==> config.mk <==
export PLATFORM = sky130hd
export DESIGN_NAME = ram_arbiter
export DESIGN_NICKNAME = d
export VERILOG_FILES = /design/src/rtl/ram_arb_pkg.sv /design/src/rtl/arb_starve_counter.sv /design/src/rtl/ram_arbiter.sv
export SDC_FILE = /design/constraint.sdc
export NUM_CORES = 1
export LEC_CHECK = 0
export BUFFER_PORTS_ARGS = -buffer_cell sky130_fd_sc_hd__buf_2
export CORE_AREA = 8 8 109 111
export CTS_CLUSTER_SIZE = 24
export DETAILED_ROUTE_END_ITERATION = 12
export DIE_AREA = 0 0 117 119
export HOLD_SLACK_MARGIN = 0.03
export PLACE_DENSITY = 0.61
export SETUP_SLACK_MARGIN = 0.1
export SLEW_MARGIN = 25
export SYNTH_ARGS = -nofsm -noshare
export SYNTH_HDL_FRONTEND = slang
export SYNTH_HIERARCHICAL = 1
export SYNTH_SLANG_ARGS = --single-unit
==> constraint.sdc <==
create_clock -name clock -period 1.9 [get_ports clock]
set_input_delay 0.19 -clock clock [delete_from_list [all_inputs] [get_ports clock]]
set_output_delay 0.19 -clock clock [all_outputs]
set_load 0.02 [all_outputs]
==> src/rtl/ram_arb_pkg.sv <==
// Shared types and defaults for the data-RAM arbiter (core load/store port vs. JPEG DMA).
package ram_arb_pkg;

  typedef enum logic [1:0] {
    OWN_NONE = 2'd0,
    OWN_CORE = 2'd1,
    OWN_DMA  = 2'd2
  } owner_t;

  localparam int DEF_WIDTH   = 32;
  localparam int DEF_MAXWAIT = 8;

  // Counter width able to hold 0..maxwait; never narrower than one bit.
  function automatic int starve_cnt_width(input int maxwait);
    return (maxwait < 1) ? 1 : $clog2(maxwait + 1);
  endfunction

endpackage

==> src/rtl/arb_starve_counter.sv <==
// Saturating DMA wait counter; flags when the DMA has waited MAXWAIT consecutive cycles.
module arb_starve_counter
  import ram_arb_pkg::*;
#(
  parameter int MAXWAIT = DEF_MAXWAIT
) (
  input  logic clock,
  input  logic reset,
  input  logic waiting,
  output logic expired
);

  localparam int CW = starve_cnt_width(MAXWAIT);
  localparam logic [CW-1:0] LIMIT = CW'(MAXWAIT);

  logic [CW-1:0] count;

  // NOTE: sequential state uses non-blocking assignments so every flop samples pre-edge values.
  always_ff @(posedge clock or posedge reset) begin
    if (reset) begin
      count <= '0;
    end else if (!waiting) begin
      count <= '0;
    end else if (count != LIMIT) begin
      count <= count + 1'b1;
    end
  end

  assign expired = (count == LIMIT);

endmodule

==> src/rtl/ram_arbiter.sv <==
// Single-port data-RAM arbiter: core has priority, DMA is served otherwise; read data is steered
// back one cycle later by a registered owner tag. Define ARB_STARVE_GUARD_EN to bound DMA waiting.
module ram_arbiter
  import ram_arb_pkg::*;
#(
  parameter int WIDTH   = DEF_WIDTH,
  parameter int MAXWAIT = DEF_MAXWAIT
) (
  input  logic             clock,
  input  logic             reset,
  input  logic             core_req,
  input  logic             core_we,
  input  logic [WIDTH-1:0] core_addr,
  input  logic [WIDTH-1:0] core_wdata,
  output logic             core_stall,
  output logic             core_rvalid,
  output logic [WIDTH-1:0] core_rdata,
  input  logic             dma_valid,
  output logic             dma_ready,
  input  logic             dma_we,
  input  logic [WIDTH-1:0] dma_addr,
  input  logic [WIDTH-1:0] dma_wdata,
  output logic             dma_rvalid,
  output logic [WIDTH-1:0] dma_rdata,
  output logic             ram_en,
  output logic             ram_we,
  output logic [WIDTH-1:0] ram_addr,
  output logic [WIDTH-1:0] ram_wdata,
  input  logic [WIDTH-1:0] ram_rdata
);

  owner_t grant;
  owner_t tag;
  logic   starve_expired;
  logic   dma_waiting;

  // Reset is folded in combinationally so every output reads 0 while it is held.
  always_comb begin
    grant = OWN_NONE;
    if (!reset) begin
      if (dma_valid && starve_expired) grant = OWN_DMA;
      else if (core_req)               grant = OWN_CORE;
      else if (dma_valid)              grant = OWN_DMA;
    end
  end

  // NOTE: every output gets a default first so no path through the case infers a latch.
  always_comb begin
    ram_en    = 1'b0;
    ram_we    = 1'b0;
    ram_addr  = '0;
    ram_wdata = '0;
    case (grant)
      OWN_CORE: begin
        ram_en    = 1'b1;
        ram_we    = core_we;
        ram_addr  = core_addr;
        ram_wdata = core_wdata;
      end
      OWN_DMA: begin
        ram_en    = 1'b1;
        ram_we    = dma_we;
        ram_addr  = dma_addr;
        ram_wdata = dma_wdata;
      end
      default: ;
    endcase
  end

  assign core_stall  = core_req & ~reset & (grant != OWN_CORE);
  assign dma_ready   = dma_valid & (grant == OWN_DMA);
  assign dma_waiting = dma_valid & ~dma_ready;

  // Tag remembers who owns the read data arriving next cycle; writes return nothing.
  always_ff @(posedge clock or posedge reset) begin
    if (reset) begin
      tag <= OWN_NONE;
    end else if (ram_en && !ram_we) begin
      tag <= grant;
    end else begin
      tag <= OWN_NONE;
    end
  end

  assign core_rvalid = (tag == OWN_CORE);
  assign dma_rvalid  = (tag == OWN_DMA);
  assign core_rdata  = core_rvalid ? ram_rdata : '0;
  assign dma_rdata   = dma_rvalid  ? ram_rdata : '0;

`ifdef ARB_STARVE_GUARD_EN
  arb_starve_counter #(
    .MAXWAIT (MAXWAIT)
  ) u_starve (
    .clock   (clock),
    .reset   (reset),
    .waiting (dma_waiting),
    .expired (starve_expired)
  );
`else
  logic unused_starve;
  assign starve_expired = 1'b0;
  assign unused_starve  = dma_waiting & (MAXWAIT > 0);
`endif

endmodule

**Word level (Yosys, flattened, before mapping)**

Index checks and enable logic that the tools add are counted.

- Bits in registers: 2
- Input bits: 166
- Output and inout bits: 134
- Word-level logic and storage cells: 23

- Equality and inequality tests: 5
- Mux-type cells: 10
- Bitwise gates (word level): 4
- Reduce and logical (&&, ||, !) cells: 3

Operators with widths:

| cell | count |
|---|---|
| $pmux W32 S2 | 2 |
| $mux W32 | 2 |
| $mux W2 | 4 |
| $eq A2 B1 Y1 const B | 2 |
| $eq A2 B2 Y1 const B | 2 |
| $and A1 B1 Y1 | 3 |
| $ne A2 B1 Y1 const B | 1 |
| $pmux W1 S2 | 1 |
| $reduce_or A2 Y1 | 1 |
| $logic_and A1 B1 Y1 | 1 |
| $logic_not A1 Y1 | 1 |
| $mux W1 | 1 |
| $not A1 Y1 | 1 |

**Depth between registers and ports, before layout**

Gate-level depths: netlist (run 1).

- Word-level depth: 8
- Mapped depth: 5
- Depth with buffers taken out: 2

**Worst setup path before layout (run 1)**

OpenSTA, ideal clock, no wires.

- Path type: register -> output
- Start: register tag[1]
- End: output core_rdata[22]
- Arrival time: 1.067 ns
- Required time: 1.710 ns
- Setup slack: 0.643 ns
- Cell stages (with the launch flop): 4
- Path buffers: 1
- Path through: dfrtp_1 nor2b_1 buf_2 and2_1

- Cells in the longest elaborated chain, start to end: 2

RTL lines:

| element | RTL line | text |
|---|---|---|
| from (decl) | ram_arbiter.sv:33 | `owner_t tag;` |
| from (signal assigned) | ram_arbiter.sv:79 | `tag <= grant;` |
| $eq A2 B1 Y1 | ram_arbiter.sv:85 | `assign core_rvalid = (tag == OWN_CORE);` |
| named net core_rvalid | ram_arbiter.sv:16 | `output logic core_rvalid,` |
| $mux W32 | ram_arbiter.sv:87 | `assign core_rdata = core_rvalid ? ram_rdata : '0;` |
| to (decl) | ram_arbiter.sv:17 | `output logic [WIDTH-1:0] core_rdata,` |

The timed path passes the listed nets, and every way through them passes these cells.

**Worst setup path in the final report (run 1)**

- Start: input core_req
- End: output ram_addr[25]

- Cells in the longest elaborated chain, start to end: 4
- Elaborated cells on any way between the ends: 5
- Those cells by class: eq/ne: 2; mux: 3

RTL lines:

| element | RTL line | text |
|---|---|---|
| from (decl) | ram_arbiter.sv:11 | `input logic core_req,` |
| $mux W2 (*) | ram_arbiter.sv:42 | `else if (core_req) grant = OWN_CORE;` |
| $mux W2 (*) | ram_arbiter.sv:40 | `if (!reset) begin` |
| $eq A2 B2 Y1 or $eq A2 B1 Y1 (tied branches) | ram_arbiter.sv:53 | `case (grant)` |
| $pmux W32 S2 (*) | ram_arbiter.sv:53 |  |
| to (decl) | ram_arbiter.sv:27 | `output logic [WIDTH-1:0] ram_addr,` |

Every way passes the cells marked *; elsewhere a longest branch is shown, timed or not.

==> results of run 1 <==
-- cells in the final DEF, fill, tap and decap left out --
cell,Yosys,layout
buf_2,10,298
a32o_1,65,65
and2_1,65,65
nor2b_1,3,3
clkbuf_8,0,3
buf_12,0,3
nor2_1,3,2
buf_4,6,2
dfrtp_1,2,2
nor2_4,0,1
nor2b_4,0,1
nor4b_1,1,1
inv_1,1,1
conb_1,1,1
dlygate4sd3_1,0,1
-- kinds of logic after synthesis --
family	share of synthesized area [%]
AOI/OAI and AO/OA	48.42
buffers and inverters	13.78
DFF	3.725
other	0.2791
and+or+nand+nor	33.80
-- power by group through the flow --
stage          Sequential [mW]  Combinational, mW  Clock [mW]
6_report                0.0448              0.654       0.166
5_1_grt                 0.0449              0.699       0.180
4_1_cts                 0.0448              0.659       0.173
3_5_place_dp            0.0453              0.655           0
3_3_place_gp            0.0452              0.645           0
2_1_floorplan           0.0452              0.343           0
-- layout make-up --
type / instances / area [sq um] / area share, %
timing repair buffer: 304 / 1577 / 53.21
multi-input combinational: 139 / 1121 / 37.84
tap: 136 / 170.2 / 5.743
sequential: 2 / 50.05 / 1.689
clock buffer: 3 / 41.29 / 1.394
inverter: 1 / 3.754 / 0.1267
-- what timing repair did --
item                       in CTS  in global routing
setup endpoints to repair       0                  0
hold endpoints to repair        2                  0
resized for setup               0                  0
hold buffers                    1                  0
-- path summary, 6_finish.rpt --
kind	end	cells past startpoint	slack (ps)
max in group asynchronous	tag[1]$_DFF_PP0_	3	1330
min in group asynchronous	tag[0]$_DFF_PP0_	3	460
setup / recovery	ram_addr[25]	5	340
hold / removal	tag[0]$_DFF_PP0_	2	150
-- through the flow --
step / instance area, sq um / hold WS, ps
final: 2963 / 148.8
after global routing: 2963 / 153.6
after global placement: 2912 / 117.1
after detailed placement: 2912 / 123.1
after CTS: 2963 / 145.0
after floorplan: 1344 / -68.82
-- per-layer routing --
layer	wire, microns	GRT usage [%]	share of wire [%]	vias up
li1	-	-	-	1236
met1	3234	11.64	32	1159
met2	5097	24.47	51	190
met3	1567	6.114	16	6
met4	51	1.922	0.51	2
met5	13	0	0.13	-
==> impl_metrics.toml, run 1 <==
[run_status]
status = "complete, no violations"

[worst_setup_path]
crit_required_ps = 1710
end_kind = "output pin"
slowest_delay_ps = 350
worst-path-buf-inv = 3
arrival_ps = 1370
crit_path_start_kind = "input pin"
cp_cell_sequence = "buf_2 -> nor2b_4 -> buf_12 -> a32o_1 -> buf_2"
worstSetupPathType = "in -> out"
crit_start = "core_req"
cp_slowest_cell = "nor2b_4"
path_max_fanout = 54
crit_family = "buffers and inverters"
path_common_cell = "buf_2"

[placed_design]
io_buffers = 298
finalWeightedCongestion = 0.8417
dp.cells = 581
place_ws_ps = 349.9
hpwl_microns = 8630

[drt]
drc_errors = 0
wirelength_microns = 9964
vias = 2593
dr.pass1.iters = 4
wire_per_inst_microns = 17.03
drt_iter0_markers = 87
viasPerCell = 4.432
ant_nets = 0

[grt]
grt_max_degree = 69
grt_antenna_before_repair = 1
grt_pass1_vias = 2676
grtUsageTotal_pct = 12.62
grt_overflow = 0
grt_pass1_wl_microns = 14250

[clocking]
tritoncts = "done"
cts_max_level = 1
cts_buffers = 3
post_cts_buffers = 0
cts.sinks = 2
clock-root-buffer = "clkbuf_8"
clockBufferDepth = 2
clk_pin_slew_ps = 30

[floorplanning]
die_y_microns = 119
fp.dieW_microns = 117
ios = 300
core_sq_um = 10090
die_area_sq_um = 13920
start_util_pct = 13.32
rows = 37

[sta]
clock.fmax_mhz = 643.1
final.min_clock_period_ps = 1555
final.setup.tns_ps = 0
setup_viol = 0
rsz0062_at_grt = "no"
period_share_pct = 81.84
timing.final.ws_setup_ps = 345.0
maxSlewViolCount = 0
hold_viol = 0

[power]
power_density_nw_per_um2 = 292.0
pwr-share-seq_pct = 5.2
p_switching_mw = 0.3977
total_power_mw = 0.8651
p_leak_nw = 1.798
comb_power_share_pct = 75.6
intPower_mw = 0.4674
switching_share_pct = 45.97
pwr-share-clk_pct = 19.2
ir_drop_mv = 0.1305

[min_path]
hp-start = "core_we"
hold_class = "in -> reg"

[yosys]
ys_seq_area_share_pct = 3.724
synth_area_leader_cell = "a32o_1"
synth_edf_count = 0
avgSynthCellArea_sq_um = 7.858
synthDistinctLibCells = 13
synth_cells = 171
synth_area_sq_um = 1344
synthArstFlopShare_pct = 100.0
synthesis.nets = 337
synthTopCellsByArea = "a32o_1, and2_1, buf_6"
synth_flop_cell = "dfrtp_1"
synth-seq-cells = 2
synth_top_area_share_pct = 48.42
synth_common_cells = "a32o_1, and2_1, buf_2, clkbuf_1, buf_4"
yosys_warnings = 6

[cells_and_area]
nets = 617
reg_top3 = "tag x2"
largest_register_ffs = 2
fin_cells = 585
drive_gt1_share_pct = 68.60
syn_to_final_growth_pct = 120.5
diodes = 0
top_register = "tag"
utilization_pct = 29.36
nFillCells = 1110

[flow_run]
cap_violations = 0
No activity file was read; power rests on OpenSTA's default activity.
==> inputs of run 2 (changes only) <==
Settings changed: CORE_AREA 8 8 109 111 to 8 8 111 113, DIE_AREA 0 0 117 119 to 0 0 119 121.
Clock period 1.9 ns to 1.4 ns, I/O delays scaled along.
==> run 2 against run 1 <==
  * First-iteration DRC count decreased by 13%
  * Highest routed layer unchanged
  * Worst setup slack got worse by 330 ps
  * Largest cell class unchanged
  * Sequential cell count unchanged
==> impl_metrics.toml, run 2 (synthesis results as in run 1) <==
[min_path]
hp-start = "core_we"
min_delay_path_depth = 2
min_to = "tag[0]$_DFF_PP0_"
hold_class = "in -> reg"

[sta]
final.setup.tns_ps = 0
maxSlewViolCount = 0
clock.fmax_mhz = 723.9
hold_slack_ps = 111.4
final.min_clock_period_ps = 1381
rsz0062_at_grt = "yes"
setup_viol = 0
period_share_pct = 98.68
hold_viol = 0

[cells_and_area]
layout_commonest_cell = "buf_2"
largest_register_ffs = 2
multi_input_area_sq_um = 1126
nFillCells = 1144
drive_gt1_share_pct = 69.18
top_register = "tag"
nets = 619
syn_to_final_growth_pct = 125.3
seq_area_sq_um = 50.05
diodes = 0
reg_top3 = "tag x2"
final_cell_mix = "buf_2, a32o_1, and2_1"
stdcell_area_sq_um = 3028

[grt]
grt.met2_usage_pct = 23.99
grt_pass1_vias = 2797
grt_antenna_before_repair = 1
grt_most_used_layer = "met2"
grt_use_met1_pct = 11.19
grtUsageTotal_pct = 12.16
grt_pass1_wl_microns = 14630
grt_overflow = 0
grt_util_met3_pct = 6.329
grt_max_degree = 69

[floorplanning]
fp.dieW_microns = 119
ios = 300
rows = 38
die_y_microns = 121
start_util_pct = 12.67
core_sq_um = 10600
die_area_sq_um = 14400

[clocking]
clock-root-buffer = "clkbuf_8"
clockBufferDepth = 2
tritoncts = "done"
post_cts_buffers = 0
cts_max_level = 1
cts_buffers = 3
cts.sinks = 2
clk_pin_slew_ps = 30

[drt]
wirelength_microns = 9770
drt_iter0_markers = 76
vias = 2639
wire_per_inst_microns = 16.53
ant_nets = 0
dr.pass1.iters = 5
viasPerCell = 4.465
drc_errors = 0

[worst_setup_path]
path_max_fanout = 33
crit_path_start_kind = "register"
crit_start = "tag[0]$_DFF_PP0_"
arrival_ps = 1240
end_kind = "output pin"
crit_required_ps = 1260
worstSetupPathType = "reg -> out"

[power]
pwr-share-clk_pct = 19.1
intPower_mw = 0.6483
p_leak_nw = 1.819
switching_share_pct = 45.56
power_density_nw_per_um2 = 393.3
ir_drop_mv = 0.2241
p_switching_mw = 0.5425
comb_power_share_pct = 75.8
pwr-share-seq_pct = 5.1
total_power_mw = 1.191

[placed_design]
place_area_sq_um = 2974
finalWeightedCongestion = 0.8201
io_buffers = 298
hpwl_microns = 8346

[run_status]
status = "complete, no violations"

[flow_run]
cap_violations = 0
[run 2: cell types whose count changed in the layout (fill, tap and decap cells not counted), sizes merged]
| cell | previous run | this run |
|---|---|---|
| buf | 303 | 305 |
[run 2: worst max-delay path by stage]
stage	to	slack [ps]	depth (start not counted)
floorplan	core_rdata[22]	190	3
detailed placement	ram_addr[25]	150	5
global placement	ram_addr[25]	140	5
global route	dma_rdata[16]	-50	4
finish	core_rdata[12]	20	4
CTS	core_rdata[12]	7	4
[run 2: per-stage QoR]
stage          setup slack [ps]  instances  util [%]
6_report                  18.55        591     28.56
3_5_place_dp              147.7        587     28.05
4_1_cts                   7.428        591     28.53
3_3_place_gp              143.9        587     28.05
5_1_grt                  -48.28        591     28.56
2_1_floorplan             192.9        171         -
[run 2: worst max-delay path: stages, from the launching register on]
cell and delay (ps):
dfrtp_1 350, nor2b_2 190, buf_12 180, and2_1 150, buf_2 160
[run 2: layer usage]
metal,wire (microns),up-vias
met1,3325,1232
li1,-,1240
met4,5,2
met5,12,-
met2,5312,161
met3,1113,4
[run 2: area by class of cell]
type                       instances  share of cell area (%)
timing repair buffer             306                   53.88
multi-input combinational        139                   37.19
tap                              140                   5.785
sequential                         2                   1.653
clock buffer                       3                   1.364
inverter                           1                  0.1240
[run 2: power by group through the flow]
stage	logic (mW)	clock network (mW)	registers [mW]
2_1_floorplan	0.466	0	0.0613
3_3_place_gp	0.893	0	0.0617
3_5_place_dp	0.906	0	0.0619
4_1_cts	0.910	0.233	0.0613
5_1_grt	0.968	0.238	0.0615
6_report	0.903	0.227	0.0613
[run 2: timing repair]
| action | 4_1_cts | 5_1_grt |
|---|---|---|
| hold buffers | 1 | 0 |
| hold endpoints to repair | 2 | 0 |
| pin swaps | 0 | 0 |
| resized for setup | 0 | 1 |
| endpoints found under the setup margin | 64 | 66 |
==> inputs of run 3 (changes only) <==
Settings changed: RECOVER_POWER from default to 50.
Clock period 1.4 ns to 1.25 ns, I/O delays scaled along.
==> run 3 against run 2 <==
  * The flow now finishes with violations (negative setup slack)
  * Highest routed layer unchanged
  * Largest cell class unchanged
  * Total power increased by 36%
  * Sequential cell count is the same
  * Sequential share of layout area fell by 0.34 points
  * Sequential power is 12% higher
  * First-iteration DRC count grew 6.6%
  * Global-route usage increased by 1.3 points
  * Final cell count is 2.5% higher
  * Count of clock-buffer cells in the layout is the same
  * Worst setup slack worse by 160 ps
==> impl_metrics.toml, run 3 (synthesis results as in run 1) <==
[clocking]
clock-root-buffer = "clkbuf_8"
cts_max_level = 1
cts.sinks = 2
clockBufferDepth = 2
tritoncts = "done"
clk_pin_slew_ps = 30
cts_buffers = 3

[sta]
timing.final.ws_setup_ps = -140.9
slew_headroom_pct = 55.18
hold_viol = 0
period_share_pct = 111.3
rsz0062_at_grt = "yes"
maxSlewViolCount = 0
clock.fmax_mhz = 719.0
setup_viol = 131
worst_slew_pin_slew_ps = 672.3
final.min_clock_period_ps = 1391

[worst_setup_path]
crit_path_start_kind = "register"
crit_start = "tag[1]$_DFF_PP0_"
path_max_fanout = 33
arrival_ps = 1270
end_kind = "output pin"
slowest_delay_ps = 370
crit_required_ps = 1120
cp_cell_sequence = "nor2b_2 -> buf_12 -> and2_2 -> buf_4"
cp_slowest_cell = "dfrtp_1"
worstSetupPathType = "reg -> out"

[drt]
drc_errors = 0
wire_per_inst_microns = 18.82
ant_nets = 0
wirelength_microns = 11410
wl_met2_microns = 6214
wl_met3_microns = 1211
dr.pass1.iters = 4
vias = 2770
drt_iter0_markers = 81
viasPerCell = 4.571
met1Wirelength_microns = 3910
top_layer = "met5"

[placed_design]
place_area_sq_um = 3022
dp.cells = 589
hpwl_microns = 8680
finalWeightedCongestion = 0.8315
io_buffers = 298

[power]
total_power_mw = 1.618
ir_drop_mv = 0.2353
p_leak_nw = 2.178
power_density_nw_per_um2 = 426.0

[grt]
grt_pass1_wl_microns = 15840
grt_antenna_before_repair = 1
grt_pass1_vias = 2852
grt_max_degree = 69
grt_overflow = 0
grtUsageTotal_pct = 13.42

[cells_and_area]
top_register = "tag"
syn_to_final_growth_pct = 182.7
layout_commonest_cell = "buf_2"
final_cell_mix = "buf_2, buf_4, buf_6"
drive_gt1_share_pct = 84.76
diodes = 0
fin_cells = 606
stdcell_area_sq_um = 3799
largest_register_ffs = 2
nFillCells = 1083
nets = 634
reg_top3 = "tag x2"

[min_path]
hold_class = "in -> reg"
hp-start = "core_req"
min_to = "tag[1]$_DFF_PP0_"
min_delay_path_depth = 2

[floorplanning]
die_area_sq_um = 14400
rows = 38
fp.dieW_microns = 119
start_util_pct = 12.67
core_sq_um = 10600
ios = 300
die_y_microns = 121

[run_status]
violations = "negative setup slack"
status = "finished, violations left"

[flow_run]
cap_violations = 0
-- run 3: cell types whose count changed in the layout (fill, tap and decap cells not counted), sizes merged --
| cell | change |
|---|---|
| clkbuf | +2 |
| buf | +13 |
-- run 3: how the worst max path moves through the flow --
stage / cells after the start / endpoint
6_report: 4 / dma_rdata[12]
5_1_grt: 4 / core_rdata[6]
4_1_cts: 4 / core_rdata[10]
3_5_place_dp: 4 / core_rdata[10]
3_3_place_gp: 4 / core_rdata[10]
2_1_floorplan: 3 / core_rdata[22]
-- run 3: final cells by class --
class / instances / area, sq um / share of cell area, %
Inverter: 1 / 3.754 / 0.09881
Clock buffer: 3 / 41.29 / 1.087
Sequential cell: 2 / 50.05 / 1.318
Multi-Input combinational cell: 139 / 1212 / 31.92
Timing Repair Buffer: 321 / 2316 / 60.97
Tap cell: 140 / 175.2 / 4.611
-- run 3: worst max-delay path, delay by kind of cell (launching register included) --
family,cells,cell delay [ps]
buffers and inverters,2,300
DFF,1,370
and+or+nand+nor,2,370
-- run 3: what timing repair did --
item | in CTS | in global routing
gates cloned | 5 | 3
hold endpoints to repair | 2 | 0
hold buffers | 1 | 0
endpoints found under the setup margin | 111 | 120
resized for setup | 89 | 99
pin swaps | 5 | 8
buffers inserted | 5 | 0
-- run 3: where the power goes --
group / internal (mW) / switching, mW
Clock: 0.203 / 0.0488
Sequential: 0.0674 / 0.00128
Combinational: 0.679 / 0.619
Total: 0.949 / 0.669
-- run 3: metal layers --
metal	vias up	GRT usage (%)
met5	-	0
li1	1276	-
met2	187	26.03
met1	1295	13.16
met3	10	6.189
met4	2	1.107
-- run 3: through the flow --
stage                     TNS (ps)  hold WS, ps  setup slack, ps  utilization [%]
after global routing        -15270        104.0           -169.2            35.83
after detailed placement         0        72.01            54.54            28.50
after floorplan                  0       -133.8            102.9                -
final                       -10290        98.35           -140.9            35.83
after CTS                    -8094        89.53           -157.5            32.98
after global placement           0        69.90            63.44            28.50
